$ cat config.mk
export PLATFORM = sky130hd
export DESIGN_NAME = plights_multi_flat
export DESIGN_NICKNAME = d
export VERILOG_FILES = /design/src/rtl/plights_pkg.sv /design/src/rtl/plights_if.sv /design/src/rtl/plights_prescaler.sv /design/src/rtl/plights_multi.sv /design/src/flat_wrapper.sv
export SDC_FILE = /design/constraint.sdc
export NUM_CORES = 1
export LEC_CHECK = 0
export ABC_CLOCK_PERIOD_IN_PS = 10000
export BUFFER_PORTS_ARGS = -buffer_cell sky130_fd_sc_hd__buf_2
export CORE_UTILIZATION = 46
export CTS_BUF_LIST = sky130_fd_sc_hd__clkbuf_4 sky130_fd_sc_hd__clkbuf_8
export DETAILED_ROUTE_END_ITERATION = 6
export HOLD_SLACK_MARGIN = 0.03
export PLACE_DENSITY = 0.7
export SLEW_MARGIN = 20
export SYNTH_ARGS = -nofsm -noshare
export SYNTH_HDL_FRONTEND = slang
export SYNTH_SLANG_ARGS = --single-unit
$ cat constraint.sdc
create_clock -name clk -period 10 [get_ports clk]
set_input_delay 2 -clock clk [delete_from_list [all_inputs] [get_ports clk]]
set_output_delay 2 -clock clk [all_outputs]
set_load 0.01 [all_outputs]
$ cat src/rtl/plights_pkg.sv
// Shared mode encodings, direction type and init-pattern helper for the running-lights driver.
package plights_pkg;

  localparam logic [1:0] MODE_ROTL   = 2'd0;
  localparam logic [1:0] MODE_ROTR   = 2'd1;
  localparam logic [1:0] MODE_BOUNCE = 2'd2;
  localparam logic [1:0] MODE_FILL   = 2'd3;

  // Widest pattern the helper can build; callers truncate to their own WIDTH.
  localparam int unsigned PAT_MAX = 64;

  typedef enum logic {DirUp, DirDown} dir_e;

  function automatic logic [PAT_MAX-1:0] init_pattern(input logic [1:0]  mode,
                                                       input int unsigned width);
    logic [PAT_MAX-1:0] pat;
    pat = '0;
    case (mode)
      MODE_ROTL, MODE_BOUNCE: pat = PAT_MAX'(1);
      MODE_ROTR:              pat = PAT_MAX'(1) << (width - 1);
      default:                pat = '0;
    endcase
    return pat;
  endfunction

endpackage

$ cat src/rtl/plights_if.sv
// Control/LED bundle of the running-lights driver; duty exists only with PLIGHTS_PWM_EN.
interface plights_if #(
  parameter int unsigned WIDTH = 8
);
  logic             en;
  logic [1:0]       mode;
  logic [WIDTH-1:0] led;
  logic             step;

`ifdef PLIGHTS_PWM_EN
  logic [3:0]       duty;

  modport master (output en, mode, duty, input led, step);
  modport slave  (input en, mode, duty, output led, step);
`else
  modport master (output en, mode, input led, step);
  modport slave  (input en, mode, output led, step);
`endif

endinterface

$ cat src/rtl/plights_prescaler.sv
// Divides enabled clock cycles by DIV into a single-cycle step tick.
module plights_prescaler #(
  parameter int unsigned DIV = 2
) (
  input  logic clk_i,
  input  logic rst_i,
  input  logic en_i,
  output logic tick_o
);

  localparam int unsigned     CntW   = $clog2(DIV) + 1;
  localparam logic [CntW-1:0] CntMax = CntW'(DIV - 1);

  logic [CntW-1:0] cnt_q, cnt_d;

  always_comb begin
    cnt_d  = cnt_q;
    tick_o = en_i && (cnt_q == CntMax);
    if (en_i) begin
      cnt_d = tick_o ? '0 : cnt_q + CntW'(1);
    end
  end

  always_ff @(posedge clk_i) begin
    if (rst_i) begin
      cnt_q <= '0;
    end else begin
      cnt_q <= cnt_d;
    end
  end

endmodule

$ cat src/rtl/plights_multi.sv
// WIDTH-bit running-lights driver: rotate left/right, bounce and bar fill, one step per DIV
// enabled clocks. Optional PWM dimming of the LED output when PLIGHTS_PWM_EN is defined.
module plights_multi
  import plights_pkg::*;
#(
  parameter int unsigned WIDTH = 8,
  parameter int unsigned DIV   = 2
) (
  input logic       clk,
  input logic       rst,
  plights_if.slave  bus
);

  logic             tick;
  logic [WIDTH-1:0] pat_q, pat_d, init_pat;
  logic [1:0]       mode_q, mode_d;
  dir_e             dir_q, dir_d;
  logic             step_q;
  logic             pat_ok;

  plights_prescaler #(
    .DIV (DIV)
  ) u_prescaler (
    .clk_i  (clk),
    .rst_i  (rst),
    .en_i   (bus.en),
    .tick_o (tick)
  );

  // Same value on a mode change and on a same-mode reload, since then bus.mode == mode_q.
  assign init_pat = WIDTH'(init_pattern(bus.mode, WIDTH));

  always_comb begin
    case (mode_q)
      MODE_FILL: pat_ok = ((pat_q & (pat_q + WIDTH'(1))) == '0);
      default:   pat_ok = $onehot(pat_q);
    endcase
  end

  always_comb begin
    pat_d  = pat_q;
    dir_d  = dir_q;
    mode_d = mode_q;
    if (tick) begin
      if (bus.mode != mode_q) begin
        mode_d = bus.mode;
        pat_d  = init_pat;
        dir_d  = DirUp;
      end else if (!pat_ok) begin
        pat_d = init_pat;
        dir_d = DirUp;
      end else begin
        case (mode_q)
          MODE_ROTL: pat_d = {pat_q[WIDTH-2:0], pat_q[WIDTH-1]};
          MODE_ROTR: pat_d = {pat_q[0], pat_q[WIDTH-1:1]};
          MODE_BOUNCE: begin
            // Turning at an end moves off it on the same tick, so ends never repeat.
            if (dir_q == DirUp) begin
              if (pat_q[WIDTH-1]) begin
                dir_d = DirDown;
                pat_d = pat_q >> 1;
              end else begin
                pat_d = pat_q << 1;
              end
            end else begin
              if (pat_q[0]) begin
                dir_d = DirUp;
                pat_d = pat_q << 1;
              end else begin
                pat_d = pat_q >> 1;
              end
            end
          end
          default: pat_d = (&pat_q) ? '0 : {pat_q[WIDTH-2:0], 1'b1};
        endcase
      end
    end
  end

  always_ff @(posedge clk) begin
    if (rst) begin
      pat_q  <= WIDTH'(1);
      dir_q  <= DirUp;
      mode_q <= MODE_ROTL;
      step_q <= 1'b0;
    end else begin
      pat_q  <= pat_d;
      dir_q  <= dir_d;
      mode_q <= mode_d;
      step_q <= tick;
    end
  end

  assign bus.step = step_q;

`ifdef PLIGHTS_PWM_EN
  logic [3:0]       pwm_cnt_q;
  logic [WIDTH-1:0] led_q;

  // Gated from pat_d so the new pattern shows in the same cycle as step.
  always_ff @(posedge clk) begin
    if (rst) begin
      pwm_cnt_q <= 4'd0;
      led_q     <= WIDTH'(1);
    end else begin
      pwm_cnt_q <= pwm_cnt_q + 4'd1;
      led_q     <= pat_d & {WIDTH{pwm_cnt_q < bus.duty}};
    end
  end

  assign bus.led = led_q;
`else
  assign bus.led = pat_q;
`endif

endmodule

$ cat src/flat_wrapper.sv
// flat-port wrapper written by rule: the top's interface ports become plain ports
module plights_multi_flat import plights_pkg::*;
#(
  parameter int unsigned WIDTH = 8,
  parameter int unsigned DIV   = 2
)
  (clk, rst, bus_en, bus_mode, bus_led, bus_step);
  plights_if #(.WIDTH(WIDTH)) bus_i ();
  input logic clk;
  input logic rst;
  input wire logic [$bits(bus_i.en)-1:0] bus_en;
  input wire logic [$bits(bus_i.mode)-1:0] bus_mode;
  output wire logic [$bits(bus_i.led)-1:0] bus_led;
  output wire logic [$bits(bus_i.step)-1:0] bus_step;
  assign bus_i.en = bus_en;
  assign bus_i.mode = bus_mode;
  assign bus_led = bus_i.led;
  assign bus_step = bus_i.step;
  plights_multi #(.WIDTH(WIDTH), .DIV(DIV)) u_core (.clk(clk), .rst(rst), .bus(bus_i));
endmodule
==> flow_summary_export.csv <==
group,metric,value,unit
floorplanning,die-area,0.002904,mm2
sta,layout_setup_ws,6209,ps
detailed_routing,wl_met2,1232,um
synthesis,netlist.area_leader.share,22.63,%
critical_path,critPathBufInv,2,
critical_path,worst_ep_required_time,10200,ps
worst_hold_path,hp-class,"flop to flop",
synthesis,synth.area.top_cells,"dfxtp_1 (23%), ha_1 (10%), fa_1 (6.5%), inv_1 (4.5%), nand2_1 (3.3%)",
placement,dp_hpwl,2009,um
clock_network,clk_latency,280,ps
floorplanning,start_util,49.55,%
detailed_routing,wl_met1,1392,um
sta,grt_setup_unrepaired,"no",
clock_network,postCtsSetupBuffers,0,
global_routing,grt_pass1_vias,1015,
synthesis,synth_cell_types,53,
floorplanning,num_rows,18,
status,status,"complete, no violations",
clock_network,clock_path_buffers,2,
cells_and_area,synthToLayoutAreaGrowth,8.080,%
worst_hold_path,hold_start,"u_core.u_prescaler.cnt_q[0]",
critical_path,crit_family,"adder cells",
detailed_routing,ant_nets,0,
floorplanning,die_w,53.89,um
power,vdd_drop_max,107.0,uV
detailed_routing,firstDrtPassIters,4,
clock_network,cts_buffers,3,
synthesis,yosys_most_used_dff,"dfxtp_1",
global_routing,grtUsageTotal,21.58,%
clock_network,cts_root_buffer,"clkbuf_4",
placement,pre_cts_slack,6252,ps
detailed_routing,vias_per_cell,5.864,
synthesis,syn_area,0.001239,mm2
critical_path,slowest_delay,600,ps
floorplanning,core-area,0.002500,mm2
sta,final.setup.tns,0,ps
detailed_routing,drc_errors,0,
clock_network,h-tree-depth,1,
synthesis,ys_warn_count,0,
sta,fmax,263.7,MHz
floorplanning,die_h,53.89,um
global_routing,grt-ovfl-total,0,
critical_path,cpMostUsedCell,"fa_1",
detailed_routing,wl_per_cell,14.84,um
sta,finalCriticalPeriod,3791,ps
power,powerDensity,92.67,mW/mm2
critical_path,critPathKind,"flop to flop",
critical_path,crit_cells,11,
synthesis,ys_seq_elements,14,
synthesis,synth.avg_cell_area,8.602,um2
cells_and_area,design_area,0.001339,mm2
placement,place.gp.congestion,0.8311,
cells_and_area,nets,174,
critical_path,ff2ff_path_depth,11,
synthesis,yosysTopAreaCell,"dfxtp_1",
cells_and_area,post_route_cells_drive_above_1_share,17.53,%
global_routing,antenna_found_initial,0,
critical_path,worst-path-max-fanout,12,
detailed_routing,drtIter0Drc,22,
cells_and_area,fillers,235,
sta,skew,7.429,ps
critical_path,cp-end-kind,"flop",
clock_network,cts_resized,0,
sta,relSlewSlack,66.65,%
sta,worst_pin_slew,499.6,ps
job,cap_violations,0,
synthesis,yosysSeqAreaShare,22.63,%
sta,hold_viol,0,
synthesis,synthCells,144,
cells_and_area,diodes,0,
clock_network,cts_tree,"built",
critical_path,r2r_start,"u_core.bus.led[0]",
sta,post-route-period-util,37.91,%
critical_path,crit_chain,"inv_1 > ha_1 > fa_1 > inv_1 > fa_1 > ha_1 > fa_1 > nor4b_1 > nand3_1 > and2_4 > o31ai_1",
synthesis,postSynth.asyncResetShare,0,%
sta,slew_viol_final,0,
detailed_routing,vias,1079,
sta,setup_violations,0,
synthesis,synthesis.nets,163,
cells_and_area,layout.cells.non_filler,184,
critical_path,slowest_stage,"dfxtp_1",
global_routing,grt_pass1_wl,4595,um
critical_path,critPathLaunch,"u_core.bus.led[0]",
placement,dpl.cell_count,180,
synthesis,synth_edf_count,0,
clock_network,hold_buffers,0,
cells_and_area,postLayoutCoreUtil,53.55,%
global_routing,grt_max_degree,16,
floorplanning,ios,14,
clock_network,clk_pin_slew,90,ps
placement,portBuffers,13,
critical_path,arrival,3990,ps
worst_hold_path,holdPathStages,2,
detailed_routing,wl,2731,um
detailed_routing,routed.top_layer,"met3",
placement,post_dp_cell_area,0.001303,mm2
critical_path,cp-start-kind,"flop",
power,leakage,0.6006,nW
clock_network,cts_num_sinks,14,
detailed_routing,wl_met3,106,um
-- layer usage --
| layer | GRT usage [%] | up-vias |
|---|---|---|
| met3 | 5.367 | 0 |
| met4 | 3.070 | 0 |
| met1 | 29.91 | 511 |
| met5 | 0 | - |
| li1 | - | 541 |
| met2 | 34.16 | 27 |
-- cells in the final DEF (no fill, tap or decap), types with 2 or more instances in the layout --
master and n:
a22oi_1 5, a31oi_1 2, nor3_1 2, o21ai_0 5, nand2b_1 2, o31ai_1 3
nand2_1 11, a221oi_1 2, nand3_1 4, and3b_1 2, inv_1 15, clkbuf_4 3
nand3b_1 5, a211oi_1 3, o31ai_2 2, dfxtp_1 14, fa_1 4, a21oi_1 7
nor2b_1 6, nor2_1 4, ha_1 10, buf_2 13, xor2_1 2
-- kinds of logic (layout without fill, tap and decap cells) --
group	count (synthesis)	count (layout)	share of synthesized area, %
flops	14	14	22.63
xor+xnor	3	3	2.122
buf+inv	23	33	7.979
fa+ha+maj	14	14	16.57
compound gates	44	44	28.18
simple gates	44	44	20.71
mux	2	2	1.818
-- power by group --
part	internal, mW	switching [mW]	total [mW]
Clock	0.0221	0.0188	0.0410
Sequential	0.0574	0.00364	0.0610
Combinational	0.00927	0.0128	0.0221
-- metrics by stage --
| step | hold slack (ps) | power [mW] |
|---|---|---|
| global route | 548.3 | 0.1294 |
| finish | 532.4 | 0.1241 |
| floorplan | 482.4 | 0.07942 |
| detailed placement | 504.5 | 0.08407 |
| global placement | 502.4 | 0.08382 |
| CTS | 529.8 | 0.1252 |
-- state kept, by name (all words and copies together), names as in the netlist --
name / count
u_core.bus.led: 8
u_core.mode_q: 2
u_core.u_prescaler.cnt_q: 2
u_core.dir_q: 1
u_core.bus.step: 1
-- synth_stat cells (2+ instances only) --
cell	count
o21ai_0	5
xor2_1	2
nor2b_1	6
fa_1	4
a211oi_1	3
clkbuf_1	3
nand3_1	4
nand2_1	11
nand2b_1	2
nor2_1	4
a21oi_1	7
a22oi_1	5
nor3_1	2
ha_1	10
a221oi_1	2
o31ai_2	2
inv_1	15
dfxtp_1	14
a31oi_1	2
o31ai_1	3
and3b_1	2
nand3b_1	5
-- area by class of cell --
cell class              instances  area [um2]  area share (%)
clock buffers                   4       36.28           2.710
repair buffers                 13       65.06           4.860
inverters                      16       60.06           4.486
well taps                      30       37.54           2.804
multi-input cells             107       859.6           64.21
flip-flops and latches         14       280.3           20.93
-- worst min-delay path: cells and delay by family (launching register included) --
kind	cells	cell delay, ps
XOR/XNOR	1	80
AND/OR/NAND/NOR	1	70
flip-flops	1	350
-- worst paths after layout --
| check | end | slack (ps) |
|---|---|---|
| max | u_core.bus.led[5] | 6210 |
| max reg2reg | u_core.bus.led[5] | 6210 |
| min reg2reg | u_core.u_prescaler.cnt_q[0] | 530 |
| min | u_core.u_prescaler.cnt_q[0] | 530 |
Power figures use the tool's default switching activity.
